**config.mk**
```make
export PLATFORM = sky130hd
export DESIGN_NAME = latch_bank_wr_ctrl
export DESIGN_NICKNAME = d
export VERILOG_FILES = /design/src/rtl/latch_bank_wr_ctrl.sv
export SDC_FILE = /design/constraint.sdc
export NUM_CORES = 1
export LEC_CHECK = 0
export ABC_AREA = 1
export CAP_MARGIN = 20
export CORE_UTILIZATION = 42
export DETAILED_ROUTE_END_ITERATION = 6
export GPL_TIMING_DRIVEN = 0
export HOLD_SLACK_MARGIN = 0.1
export PLACE_DENSITY = 0.76
export SETUP_SLACK_MARGIN = 0.1
export SYNTH_ARGS = -nofsm -noshare
export SYNTH_HDL_FRONTEND = slang
export SYNTH_SLANG_ARGS = --single-unit
```
**constraint.sdc**
```tcl
create_clock -name clk -period 1.4 [get_ports clk]
set_input_delay 0.28 -clock clk [delete_from_list [all_inputs] [get_ports clk]]
set_output_delay 0.28 -clock clk [all_outputs]
set_load 0.01 [all_outputs]
```
**src/rtl/latch_bank_wr_ctrl.sv**
```systemverilog
// Write-side sequencer for a bank of positive-gate transparent latches.
// It accepts one write at a time over valid/ready. For each write it drives
// the data bus through three phases: setup, a one-hot gate pulse, and hold.
// On request it also pulses a bank-wide clear. It is the only driver of the
// bank's D, G and CLR pins, and every pin comes straight from a flop.
module latch_bank_wr_ctrl #(
  parameter int WIDTH     = 8,
  parameter int DEPTH     = 4,
  parameter int ADDR_W    = 2,
  parameter int SETUP_CYC = 1,
  parameter int PULSE_CYC = 2,
  parameter int HOLD_CYC  = 1
) (
  input  logic              clk,
  input  logic              rst,
  input  logic              wr_valid,
  output logic              wr_ready,
  input  logic [ADDR_W-1:0] wr_addr,
  input  logic [WIDTH-1:0]  wr_data,
  input  logic              clr_req,
  output logic              busy,
  output logic              addr_err,
  output logic [WIDTH-1:0]  ld,
  output logic [DEPTH-1:0]  lg,
  output logic              lclr
);

  // The phase counter is loaded with (length - 1) on phase entry and counts
  // down to zero. It therefore only needs to hold values below the longest
  // phase length.
  localparam int MAX_CYC_SP = (SETUP_CYC > PULSE_CYC) ? SETUP_CYC : PULSE_CYC;
  localparam int MAX_CYC    = (MAX_CYC_SP > HOLD_CYC) ? MAX_CYC_SP : HOLD_CYC;
  localparam int CNT_W      = (MAX_CYC > 1) ? $clog2(MAX_CYC) : 1;

  localparam logic [CNT_W-1:0] SETUP_LOAD = CNT_W'((SETUP_CYC > 0) ? SETUP_CYC - 1 : 0);
  localparam logic [CNT_W-1:0] PULSE_LOAD = CNT_W'((PULSE_CYC > 0) ? PULSE_CYC - 1 : 0);
  localparam logic [CNT_W-1:0] HOLD_LOAD  = CNT_W'((HOLD_CYC > 0) ? HOLD_CYC - 1 : 0);

  // The address is compared one bit wider so that DEPTH == 2**ADDR_W is still
  // representable. Any address at or above DEPTH has no gate line.
  localparam logic [ADDR_W:0] DEPTH_X = (ADDR_W + 1)'(DEPTH);

  typedef enum logic [2:0] {
    ST_IDLE,
    ST_SETUP,
    ST_PULSE,
    ST_HOLD,
    ST_CLEAR
  } state_t;

  state_t             state_q, state_d;
  logic [CNT_W-1:0]   cnt_q, cnt_d;
  logic [ADDR_W-1:0]  addr_q, addr_d;
  logic               clr_pending_q, clr_pending_d;
  logic [WIDTH-1:0]   ld_q, ld_d;
  logic [DEPTH-1:0]   lg_q, lg_d;
  logic               lclr_q, lclr_d;
  logic               addr_err_q, addr_err_d;
  logic               accept;
  logic               addr_oob;

  // Handshake and status decode. A clear request, whether live or deferred,
  // blocks acceptance so that the clear always wins over a simultaneous write.
  assign wr_ready = (state_q == ST_IDLE) && !clr_req && !clr_pending_q;
  assign busy     = (state_q != ST_IDLE);
  assign accept   = wr_valid && wr_ready;
  assign addr_oob = ({1'b0, wr_addr} >= DEPTH_X);

  assign ld       = ld_q;
  assign lg       = lg_q;
  assign lclr     = lclr_q;
  assign addr_err = addr_err_q;

  // Next-state, phase counter, captured request and next values of the pin flops.
  always_comb begin
    // NOTE: every signal driven here gets a default first, so no path can leave
    // one unassigned and infer a latch.
    state_d       = state_q;
    cnt_d         = cnt_q;
    addr_d        = addr_q;
    clr_pending_d = clr_pending_q;
    ld_d          = ld_q;
    addr_err_d    = 1'b0;

    unique case (state_q)
      ST_IDLE: begin
        if (clr_req || clr_pending_q) begin
          state_d       = ST_CLEAR;
          cnt_d         = PULSE_LOAD;
          clr_pending_d = 1'b0;
        end else if (accept) begin
          addr_d     = wr_addr;
          ld_d       = wr_data;
          addr_err_d = addr_oob;
          if (SETUP_CYC > 0) begin
            state_d = ST_SETUP;
            cnt_d   = SETUP_LOAD;
          end else begin
            state_d = ST_PULSE;
            cnt_d   = PULSE_LOAD;
          end
        end
      end

      ST_SETUP: begin
        if (cnt_q == '0) begin
          state_d = ST_PULSE;
          cnt_d   = PULSE_LOAD;
        end else begin
          cnt_d = cnt_q - 1'b1;
        end
      end

      ST_PULSE: begin
        if (cnt_q == '0) begin
          if (HOLD_CYC > 0) begin
            state_d = ST_HOLD;
            cnt_d   = HOLD_LOAD;
          end else begin
            state_d = ST_IDLE;
            cnt_d   = '0;
          end
        end else begin
          cnt_d = cnt_q - 1'b1;
        end
      end

      ST_HOLD: begin
        if (cnt_q == '0) begin
          state_d = ST_IDLE;
        end else begin
          cnt_d = cnt_q - 1'b1;
        end
      end

      ST_CLEAR: begin
        if (cnt_q == '0) begin
          state_d = ST_IDLE;
        end else begin
          cnt_d = cnt_q - 1'b1;
        end
      end

      default: begin
        state_d = ST_IDLE;
        cnt_d   = '0;
      end
    endcase

    // A clear requested while a write is in flight is deferred. The write
    // finishes untouched. A request seen during a clear merges into that clear.
    if (clr_req && (state_q inside {ST_SETUP, ST_PULSE, ST_HOLD})) begin
      clr_pending_d = 1'b1;
    end

    // The pin values come from the next state, so the gate and clear flops
    // switch on the same edge as the state they belong to. An out-of-range
    // address matches no gate line and leaves lg all zero.
    lclr_d = (state_d == ST_CLEAR);
    for (int i = 0; i < DEPTH; i++) begin
      lg_d[i] = (state_d == ST_PULSE) && (int'(addr_d) == i);
    end
  end

  // State and pin registers. Reset drops gate and clear at the same edge,
  // abandons any write and discards a deferred clear.
  always_ff @(posedge clk) begin
    // NOTE: sequential state uses non-blocking assignments only, so every flop
    // samples the pre-edge values regardless of statement order.
    if (rst) begin
      state_q       <= ST_IDLE;
      cnt_q         <= '0;
      addr_q        <= '0;
      clr_pending_q <= 1'b0;
      ld_q          <= '0;
      lg_q          <= '0;
      lclr_q        <= 1'b0;
      addr_err_q    <= 1'b0;
    end else begin
      state_q       <= state_d;
      cnt_q         <= cnt_d;
      addr_q        <= addr_d;
      clr_pending_q <= clr_pending_d;
      ld_q          <= ld_d;
      lg_q          <= lg_d;
      lclr_q        <= lclr_d;
      addr_err_q    <= addr_err_d;
    end
  end

endmodule
```
Yosys cells after proc, flatten, opt, wreduce, memory -nomap -nowiden
Index checks and enable logic that the tools add are counted.
{"block": "word_totals", "ff_bits": 20, "in_bits": 14, "out_inout_bits": 16}
{"block": "op_classes", "addsub": 1, "eq_ne": 10, "n_mux": 17, "n_bitwise": 1, "reduce_logical": 21}
{"op": "3-bit two-way mux", "count": 5}
{"op": "3-bit case mux with 4 select lines", "count": 1}
{"op": "3-bit by 2-bit == test with 1-bit output (second input constant)", "count": 3}
{"op": "1-bit logical AND", "count": 8}
{"op": "1-bit two-way mux", "count": 7}
{"op": "3-bit == test (second input constant)", "count": 2}
{"op": "2-bit two-way mux", "count": 3}
{"op": "3-bit nonzero test", "count": 2}
{"op": "2-bit == test (second input constant)", "count": 2}
{"op": "2-bit nonzero test", "count": 2}
{"op": "3-bit by 1-bit == test with 1-bit output (second input constant)", "count": 1}
{"op": "3-bit logical NOT", "count": 1}
{"op": "3-bit by 2-bit != test with 1-bit output (second input constant)", "count": 1}
{"op": "1-bit case mux with 3 select lines", "count": 1}
{"op": "3-bit AND reduction", "count": 1}
{"op": "3-bit OR reduction", "count": 1}
{"op": "2-bit by 1-bit == test with 1-bit output (second input constant)", "count": 1}
{"op": "1-bit logical NOT", "count": 2}
{"op": "2-bit logical NOT", "count": 1}
{"op": "2-bit AND reduction", "count": 1}
{"op": "2-bit OR reduction", "count": 1}
{"op": "1-bit logical OR", "count": 1}
{"op": "1-bit NOT", "count": 1}
{"op": "1-bit subtractor (second input constant)", "count": 1}

Longest topological paths before layout
Gate-level depths: netlist (run 1).
{"block": "depth", "word_depth": 9, "depth_mapped": 7, "ltp_nobuf": 7}

Worst setup path after synthesis (run 1)
No wires, ideal clock.
{"block": "synth_timing", "kind": "reg2reg", "from": "register clr_pending_q", "to": "register ld_q[0] (netlist: ld[0])", "setup_ns": 0.114, "arrival_ns": 0.981, "required_time_ns": 1.286, "slack_ns": 0.305, "path_stages_with_launch": 6, "period_less_slack_ns": 1.095, "path_cell_list": "dfxtp_1 -> nor2_1 -> nand4_2 -> buf_4 -> o21ai_1 -> nor2_1"}
{"block": "synth_via", "elab_chain_len": 4}
{"item": "start, declared", "line": "54", "source": "logic clr_pending_q, clr_pending_d;"}
{"item": "start signal, assigned", "line": "183", "source": "clr_pending_q <= clr_pending_d;"}
{"item": "1-bit logical NOT", "line": "64", "source": "assign wr_ready = (state_q == ST_IDLE) && !clr_req && !clr_pending_q;"}
{"item": "1-bit logical AND", "line": "64"}
{"item": "1-bit logical AND", "line": "66", "source": "assign accept = wr_valid && wr_ready;"}
{"item": "3-bit AND reduction (no line) (*)"}
{"item": "end signal, assigned", "line": "184", "source": "ld_q <= ld_d;"}
{"item": "end, declared", "line": "55", "source": "logic [WIDTH-1:0] ld_q, ld_d;"}
Mark *: on every way between the ends. The rest lies on a longest branch, timed or not.
A chain may end at the register's enable or synchronous reset.

Worst setup path in the final report (run 1)
{"block": "layout_timing", "from": "register state_q[0]", "to": "output wr_ready"}
{"block": "layout_via", "elab_chain_len": 3}
{"item": "start, declared", "line": "51", "source": "state_t state_q, state_d;"}
{"item": "start signal, assigned", "line": "180", "source": "state_q <= state_d;"}
{"item": "3-bit logical NOT", "line": "64"}
{"item": "1-bit logical AND (2 in a row)", "line": "64"}
{"item": "end, declared", "line": "17", "source": "output logic wr_ready,"}
No other way between the ends.

==> key figures, run 1 <==
Floorplan
  • Placeable Area: 1780 sq um
  • Die ar.: 2130 sq um
  • # rows: 15
  • Die X-Extent: between 40 and 50 um
  • IO Pins: 30
  • Initial Utilization: 0.460
  • Die Ht: approximately 46 um

STA
  • Worst Clk Skew: 0.00337 ns
  • Setup violators final: 0
  • Hold_ws: 0.245 ns
  • Fmax: 0.716 GHz
  • Crit share post-route: 0.997
  • Final hold violations: 0
  • RSZ-0062 raised after global routing: yes
  • Rel. slew slack: 0.625
  • Final Max Slew Viols: 0
  • Min Tclk post-route: 1.40 ns
  • Worst-Margin Slew: approximately 0.56 ns

Layout
  • Ratio of cells with drive above 1 in the final layout: 0.218
  • Area grow syn2layout: 52.4%
  • Antenna Diode Count: 0
  • Non-Filler Instances: 167
  • FF/Latch Area: 405 sq um
  • Nets@finish: 157
  • Multi-input gate area: 387 sq um
  • Fill cells: 149
  • Post-route cell area: 1250 sq um

Yosys
  • Netlist cell types: 23
  • Dominant cell type by area after synthesis: dfxtp_1
  • Syn Area/Cell: 7.74 sq um
  • Syn Inst Count: ~110
  • Yosys top cell area share: 0.488
  • Syn Nets: 120
  • Main combinational cell family by area after synthesis: simple AND/OR/NAND/NOR gates
  • Multiplexer area fraction after synthesis: 0
  • Most frequent cell after synthesis: nor2_1
  • Synth warn: 0
  • Post-Syn Area: 821 sq um
  • Synth Area in XOR/XNOR: 0
  • Area contributors post-synth: dfxtp_1 (49%), nor2_1 (12%), nand2_1 (5.0%)
  • Top_reg_cell synth: dfxtp_1
  • Top cells by count, synth: nor2_1 (26), dfxtp_1 (20), nand2_1 (11)
  • Sequential fraction of the synthesis area: 0.488
  • Asr flop ratio synth: 0
  • Post-synth EDFFs: 0
  • Compound-Gate Fraction of Synth Area: 0.0930
  • Synth Register Bits: 20
  • Simple-Gate Fraction of Synth Area: 0.335
  • Adder-cell area share of the yosys netlist: 0

Worst setup path
  • CP required: 1.12 ns
  • Reg-to-reg slack, setup: 0.11 ns
  • R2r worst-path depth: 6
  • CP Class: reg2out
  • Worst reg2reg endpoint: ld[7]$_SDFFE_PP0P_
  • R2R Path Start: state_q[0]$_SDFF_PP0_
  • WP data arrival: 1.12 ns
  • Crit path launch type: flip-flop
  • Crit-path max FO: 3
  • CP cell instances: nor2_4 > nand2_4 > nor2_8 > buf_6
  • Critical Path Slowest Stage Cell: dfxtp_2
  • Worst setup EP type: output port
  • Slowest cell delay on critical path: roughly 0.36 ns

Route
  • Number of remaining DRC errors: 0
  • Via count: 802
  • Routed WL: 1.92 mm
  • DRT Pass-1 Iters: 4
  • Wire length per cell: between 10 and 15 um
  • Avg Vias per Cell: 4.80
  • First DRT Iteration DRCs: 12
  • DRT antenna net count: 0

Power and ir drop
  • Power density over cell area: 1100 nW/um^2
  • Post-route total power: approximately 1.4 mW
  • Static leakage: 0.586 nW
  • Maximum VDD drop: 0.000583 V

Worst hold path
  • Hold Path Class: in2reg
  • Hold Crit Endpoint: state_q[0]$_SDFF_PP0_
  • Hold Path Depth: 2
  • Hold wc startpoint: rst

Clocking
  • Reg clk slew, reported paths: 0.11 ns
  • Cts bufs inserted: 3
  • Hold buffer count at CTS: 0
  • Deepest clock path buffer count: 2
  • Clk_lat worst skew: about 0.3 ns
  • CTS tree: built
  • H-tree depth: 1
  • Sink Count: 20
  • CTS Root Cell: clkbuf_4

Placed design
  • Post-place instance area: 1120 sq um
  • Placed Instances: 158
  • DP Wirelength: 1.33 mm
  • Port Buf Inserts: 27
  • RePlAce Congestion: slightly above 0.8

Run status
  • Outcome: complete, no violations

GRT
  • GRT overflow: 0
  • First-pass GRT wire length: 2.69 mm
  • Initial antenna violation count: 0
  • Total global-route track usage: 0.185
  • Number of global-route vias before repair: 651
  • Largest net degree at the start of global routing: 12

Run
  • Max-Cap Viols: 0
-- repair_timing --
action / in CTS / in global routing
pin swaps: 4 / 6
setup endpoints to repair: 15 / 17
resized for setup: 29 / 10
setup buffers: 3 / 1
hold endpoints to repair: 0 / 0
cloned: 0 / 1
-- cell families (layout without fill, tap and decap cells) --
| kind of cell | count (synthesis) | after routing |
|---|---|---|
| simple gates | 55 | 55 |
| flops | 20 | 20 |
| compound gates | 15 | 15 |
| buf+inv | 15 | 51 |
| other cells | 1 | 1 |
-- placed cells by master, fill, tap and decap left out, types with 2 or more instances in the layout --
cell type	netlist	routed
nand2_1	11	11
clkdlybuf4s50_1	0	11
o21ai_1	8	4
nor3_1	2	2
o21ai_2	0	4
buf_6	0	3
dfxtp_2	0	4
inv_2	2	2
dfxtp_1	20	16
buf_4	2	4
clkbuf_4	0	3
nor2_1	26	25
nand3_1	8	8
inv_1	8	8
a21oi_1	5	5
nor2_4	1	2
nand3b_1	2	2
dlygate4sd2_1	0	13
-- worst max-delay path, delay by kind of cell (launching register included) --
kind | cells | cell delay (ns)
simple gates | 3 | 0.35
buf+inv | 1 | 0.11
flops | 1 | 0.36
-- power by group --
group | internal, mW | switching (mW)
Combinational | 0.187 | 0.204
Sequential | 0.620 | 0.0303
Clock | 0.159 | 0.179
Total | 0.966 | 0.414
-- state kept, by name, summed over array words and instances, names as in the netlist --
name / count
cnt_q: 1
addr_q: 2
lg: 4
ld: 8
state_q: 3
clr_pending_q: 1
lclr: 1
-- per-stage QoR --
stage,setup WS (ns),util,setup TNS [ns]
6_report,0.00433,0.702,0
5_1_grt,-0.0520,0.702,-0.0520
4_1_cts,-0.0573,0.661,-0.0766
3_5_place_dp,-0.550,0.629,-3.38
3_3_place_gp,-0.540,0.629,-2.97
2_1_floorplan,0.305,-,0
-- layout make-up --
class / count / area share
repair buffers: 32 / 0.254
plain buffers: 4 / 0.0250
inverters: 11 / 0.0340
flip-flops and latches: 20 / 0.324
multi-input cells: 71 / 0.309
clock buffers: 4 / 0.0290
well taps: 25 / 0.0250
-- worst max-delay path by stage --
stage | from | end | slack, ns
finish | state_q[0]$_SDFF_PP0_ | wr_ready | 0.004
floorplan | clr_pending_q$_SDFFE_PP0P_ | ld[0]$_SDFFE_PP0P_ | 0.31
global route | state_q[0]$_SDFF_PP0_ | wr_ready | -0.05
global placement | clr_req | wr_ready | -0.54
CTS | state_q[1]$_SDFF_PP0_ | wr_ready | -0.06
detailed placement | clr_req | wr_ready | -0.55
-- routing by layer --
metal,track usage,part of all wire,vias to the layer above
met5,0,0,-
met2,0.273,0.48,23
met4,0.141,0.036,0
li1,-,-,413
met3,0.0471,0.040,8
met1,0.228,0.45,358
Note: power is estimated with default switching activity, not from simulation.
==> inputs of run 2 (changes only) <==
ABC_AREA = 0   (was 1)
CORE_MARGIN = 4   (was unset)
CORE_UTILIZATION = 43   (was 42)
PLACE_DENSITY = 0.77   (was 0.76)
==> key figures, run 2 <==
Power and ir drop
  • Internal: 1.01 mW
  • Maximum VDD drop: 0.000608 V
  • Clock share of power: 0.183
  • Seq pwr share: 0.434
  • Post-route total power: between 1 and 1.5 mW
  • Static leakage: 0.583 nW
  • Combinational power share: 0.383
  • Switch share: 0.320
  • NetSw: 475 uW
  • Power density over cell area: 1050 nW/um^2

GRT
  • First-pass GRT wire length: 4.17 mm
  • M3 GR Usage: 0.0256
  • GRT overflow: 0
  • Met1 Use GR: 0.225
  • Number of global-route vias before repair: 905
  • Met2 Use GR: 0.401
  • Gr busiest metal: met2
  • Initial antenna violation count: 0
  • Largest net degree at the start of global routing: 11
  • Total global-route track usage: 0.214

Clocking
  • Cts bufs inserted: 3
  • Hold buffer count at CTS: 0
  • CTS Root Cell: clkbuf_4
  • Deepest clock path buffer count: 2
  • CTS tree: built
  • Sink Count: 20
  • Clk_lat worst skew: 0.30 ns
  • Reg clk slew, reported paths: 0.11 ns
  • H-tree depth: 1

STA
  • Total negative slack: -1.37 ns
  • Fmax: 0.603 GHz
  • Hold_ws: 0.363 ns
  • Worst Clk Skew: 0.00565 ns
  • Worst setup margin: -0.259 ns
  • Final Max Slew Viols: 0
  • Min Tclk post-route: about 1.7 ns
  • Crit share post-route: 1.18
  • Setup violators final: 11
  • RSZ-0062 raised after global routing: yes
  • Rel. slew slack: 0.641
  • Worst-Margin Slew: about 0.54 ns
  • Final hold violations: 0

Layout
  • Multi-input gate area: 460 sq um
  • Nets@finish: 154
  • FF/Latch Area: 408 sq um
  • Antenna Diode Count: 0
  • Most frequent cells in the layout: dfxtp_1 (16), dlygate4sd2_1 (15), nand3_1 (10), buf_4 (10), clkdlybuf4s50_1 (10)
  • Final Util: 0.782
  • Max FFs per register: 8
  • Most common cell after layout, fill and taps aside: dfxtp_1
  • Fill cells: roughly 130
  • Ratio of cells with drive above 1 in the final layout: 0.370
  • Area grow syn2layout: 66.8%
  • Non-Filler Instances: 163
  • Post-route cell area: 1410 sq um

Floorplan
  • Die Ht: roughly 52 um
  • Die ar.: around 2700 sq um
  • Placeable Area: 1800 sq um
  • Die X-Extent: 52.3 um
  • IO Pins: 30
  • # rows: 15
  • Initial Utilization: 0.469

Worst hold path
  • Hold Crit Endpoint: ld[4]$_SDFFE_PP0P_
  • Hold wc startpoint: rst
  • Hold Path Class: in2reg
  • Hold Path Depth: 2

Worst setup path
  • R2r worst-path depth: 9
  • Crit path launch type: flip-flop
  • Reg-to-reg slack, setup: -0.14 ns
  • Worst reg2reg endpoint: ld[3]$_SDFFE_PP0P_
  • CP Class: reg2out
  • WP data arrival: roughly 1.4 ns
  • CP required: 1.12 ns
  • Crit-path max FO: 5
  • R2R Path Start: state_q[1]$_SDFF_PP0_
  • Worst setup EP type: output port

Route
  • Avg Vias per Cell: 5.56
  • DRT Pass-1 Iters: 4
  • DRT antenna net count: 0
  • First DRT Iteration DRCs: 25
  • Wire length per cell: 17.9 um
  • Routed WL: 2.91 mm
  • Via count: 907
  • Number of remaining DRC errors: 0

Yosys
  • Post-Syn Area: 845 sq um
  • Yosys top cell area share: 0.474
  • Sequential fraction of the synthesis area: 0.474
  • Area contributors post-synth: dfxtp_1 (47%), a21oi_1 (7.1%), nand3_1 (5.9%)
  • Synth warn: 0
  • Synth Register Bits: 20
  • Dominant cell type by area after synthesis: dfxtp_1
  • Syn Inst Count: 95
  • Asr flop ratio synth: 0
  • Syn Nets: 109
  • Top_reg_cell synth: dfxtp_1
  • Most frequent cell after synthesis: dfxtp_1
  • Top cells by count, synth: dfxtp_1 (20), a21oi_1 (12), nand3_1 (10), o21ai_1 (9), nor3_1 (5)
  • Netlist cell types: 27
  • Post-synth EDFFs: 0
  • Syn Area/Cell: 8.89 sq um

Run status
  • Violated checks: negative setup slack
  • Outcome: finished, violations left

Placed design
  • DP Wirelength: 1.60 mm
  • Port Buf Inserts: 27
  • RePlAce Congestion: 0.745
  • Post-place instance area: 1160 sq um
  • Post-place setup slack: -0.421 ns
  • Placed Instances: roughly 150

Run
  • Max-Cap Viols: 0
-- run 2: worst max path at each step --
stage,startpoint,to,slack (ns),cells past startpoint
floorplan,state_q[0]$_SDFF_PP0_,wr_ready,0.13,5
global placement,state_q[0]$_SDFF_PP0_,wr_ready,-0.42,6
detailed placement,state_q[2]$_SDFF_PP0_,wr_ready,-0.42,6
CTS,state_q[0]$_SDFF_PP0_,wr_ready,-0.24,6
global route,state_q[1]$_SDFF_PP0_,wr_ready,-0.34,6
finish,state_q[1]$_SDFF_PP0_,busy,-0.26,6
-- run 2: worst max-delay path, cell delays in order, from the launching register on --
cell	delay [ns]
dfxtp_2	0.33
buf_6	0.12
nor3_4	0.19
inv_2	0.07
buf_8	0.13
buf_4	0.13
buf_6	0.11
-- run 2: routing by layer --
layer | routed length (um) | share of wire | vias to the layer above
met4 | 159 | 0.055 | 0
li1 | - | - | 426
met2 | 1550 | 0.53 | 35
met3 | 85 | 0.029 | 15
met5 | 0 | 0 | -
met1 | 1120 | 0.38 | 431
-- run 2: kinds of logic after synthesis --
logic type / count (synthesis) / synth area share
buffers and inverters: 12 / 0.0918
AND/OR/NAND/NOR: 34 / 0.239
AO/OA/AOI/OAI: 27 / 0.181
XOR/XNOR: 1 / 0.0104
flip-flops: 20 / 0.474
other: 1 / 0.00444
-- run 2: timing repair --
action | 4_1_cts | 5_1_grt
pin swaps | 18 | 4
resized for setup | 45 | 19
endpoints found under the setup margin | 29 | 17
setup buffers | 9 | 5
cloned | 1 | 0
-- run 2: layout make-up --
type	instances	area share
multi-input combinational	63	0.327
sequential	20	0.290
timing repair buffer	40	0.270
buffer	10	0.0702
tap	25	0.0222
clock buffer	3	0.0160
inverter	2	0.00533
-- run 2: power groups by stage --
stage          Clock [mW]  Sequential [mW]  Combinational [mW]
3_5_place_dp            0            0.647               0.366
5_1_grt             0.296            0.649               0.604
2_1_floorplan           0            0.651               0.215
3_3_place_gp            0            0.644               0.356
6_report            0.272            0.643               0.569
4_1_cts             0.276            0.637               0.482
==> inputs of run 3 (changes only) <==
CORE_ASPECT_RATIO = 1.2   (was unset)
SETUP_SLACK_MARGIN = 0.5   (was 0.1)
==> key figures, run 3 (synthesized netlist as in run 2, its figures left out) <==
Route
  • Wire length per cell: 19.2 um
  • DRT antenna net count: 0
  • Via count: 962
  • First DRT Iteration DRCs: 24
  • Number of remaining DRC errors: 0
  • Avg Vias per Cell: ~5.7
  • Routed WL: 3.23 mm
  • DRT Pass-1 Iters: 4

Floorplan
  • # rows: 17
  • Die X-Extent: 48.5 um
  • Placeable Area: between 1500 and 2000 sq um
  • Initial Utilization: 0.456
  • Die Ht: 56.5 um
  • IO Pins: 30
  • Die ar.: 2740 sq um

Worst setup path
  • WP buf/inv: 5
  • WP data arrival: 1.40 ns
  • CP required: 1.12 ns
  • Crit-path max FO: 4
  • CP Class: reg2out
  • Slowest cell delay on critical path: 0.34 ns
  • CP dominant cell by count: buf_6
  • R2r worst-path depth: 9
  • Critical path's top delay family: buffers and inverters
  • CP cell instances: buf_6 > nor3_4 > inv_2 > buf_8 > buf_4 > buf_6
  • Critical Path Slowest Stage Cell: dfxtp_2
  • Crit path depth: 6
  • Worst setup EP type: output port
  • Crit path launch type: flip-flop

Layout
  • Nets@finish: 164
  • Most common cell after layout, fill and taps aside: buf_6
  • Non-Filler Instances: 168
  • Max FFs per register: 8
  • Ratio of cells with drive above 1 in the final layout: 0.638
  • Antenna Diode Count: 0
  • Post-route cell area: 1630 sq um
  • FF/Latch Area: 424 sq um
  • Fill cells: 80
  • Area grow syn2layout: 93.0%
  • Final Util: 0.881
  • Multi-input gate area: between 500 and 600 sq um
  • Most frequent cells in the layout: buf_6 (19), buf_4 (16), nand3_1 (10), dfxtp_2 (10), clkdlybuf4s50_1 (10)

STA
  • Worst Clk Skew: between 0.004 and 0.005 ns
  • Worst setup margin: -0.279 ns
  • Final Max Slew Viols: 0
  • RSZ-0062 raised after global routing: yes
  • Fmax: ~0.60 GHz
  • Setup violators final: 10
  • Worst-Margin Slew: 0.649 ns
  • Rel. slew slack: 0.568
  • Final hold violations: 0
  • Crit share post-route: 1.20
  • Min Tclk post-route: 1.68 ns

Run status
  • Violated checks: negative setup slack
  • Outcome: finished, violations left

Clocking
  • Reg clk slew, reported paths: 0.11 ns
  • Sink Count: 20
  • Deepest clock path buffer count: 2
  • H-tree depth: 1
  • Cts bufs inserted: 3
  • CTS Root Cell: clkbuf_4
  • CTS tree: built
  • Hold buffer count at CTS: 0
  • Clk_lat worst skew: between 0.3 and 0.4 ns

Placed design
  • Port Buf Inserts: 27
  • RePlAce Congestion: approximately 0.73
  • DP Wirelength: 1.41 mm
  • Post-place setup slack: -0.439 ns
  • Post-place instance area: between 1000 and 1500 sq um
  • Placed Instances: 141

GRT
  • Total global-route track usage: 0.190
  • Number of global-route vias before repair: ~860
  • First-pass GRT wire length: between 4 and 5 mm
  • Initial antenna violation count: 0
  • Largest net degree at the start of global routing: 12
  • GRT overflow: 0

Power and ir drop
  • Clock share of power: 0.178
  • Internal: 1.11 mW
  • Switch share: 0.331
  • Seq pwr share: 0.391
  • Maximum VDD drop: 0.00105 V
  • NetSw: 550 uW
  • Post-route total power: 1.66 mW
  • Static leakage: 0.660 nW
  • Power density over cell area: slightly above 1000 nW/um^2
  • Combinational power share: 0.431

Worst hold path
  • Hold Path Class: reg2reg
  • Hold Path Depth: 2

Run
  • Max-Cap Viols: 0
==> run 3: through the flow <==
stage	hold WS [ns]	setup TNS, ns
floorplan	0.417	0
global placement	0.437	-5.56
detailed placement	0.436	-6.05
CTS	0.359	-0.411
global route	0.498	-2.12
finish	0.513	-1.39
==> run 3: layout make-up <==
class                           count  area share
Multi-Input combinational cell     63       0.342
Timing Repair Buffer               50       0.305
Sequential cell                    20       0.260
Buffer                             10      0.0576
Clock buffer                        4      0.0161
Tap cell                           19      0.0146
Inverter                            2     0.00460
==> run 3: power groups by stage <==
stage	Combinational (mW)	Sequential [mW]	Clock [mW]
4_1_cts	0.499	0.647	0.291
3_5_place_dp	0.374	0.648	0
3_3_place_gp	0.369	0.646	0
5_1_grt	0.755	0.656	0.323
6_report	0.717	0.651	0.295
2_1_floorplan	0.226	0.653	0
==> run 3: worst min-delay path: stages (launching register included) <==
cell and delay (ns):
dfxtp_2 0.35, o21ai_2 0.07, a21oi_1 0.06
==> run 3: timing repair <==
action | CTS | global route
cloned | 1 | 0
setup buffers | 7 | 15
endpoints found under the setup margin | 34 | 35
gates resized for setup | 109 | 31
pin swaps | 19 | 9
==> run 3: path summary, 6_finish.rpt <==
check                        start            endpoint  slack (ns)
max          state_q[0]$_SDFF_PP0_                busy       -0.28
min             ld[2]$_SDFFE_PP0P_  ld[2]$_SDFFE_PP0P_        0.51
max reg2reg  state_q[0]$_SDFF_PP0_  ld[2]$_SDFFE_PP0P_       -0.18
min reg2reg     ld[2]$_SDFFE_PP0P_  ld[2]$_SDFFE_PP0P_        0.51
==> run 3: per-layer routing <==
metal  vias to the layer above  global-route usage  wire length (um)
li1                        447                   -                 -
met1                       468               0.214              1290
met2                        39               0.338              1670
met3                         8              0.0531               200
met4                         0              0.0615                74
met5                         -                   0                 0
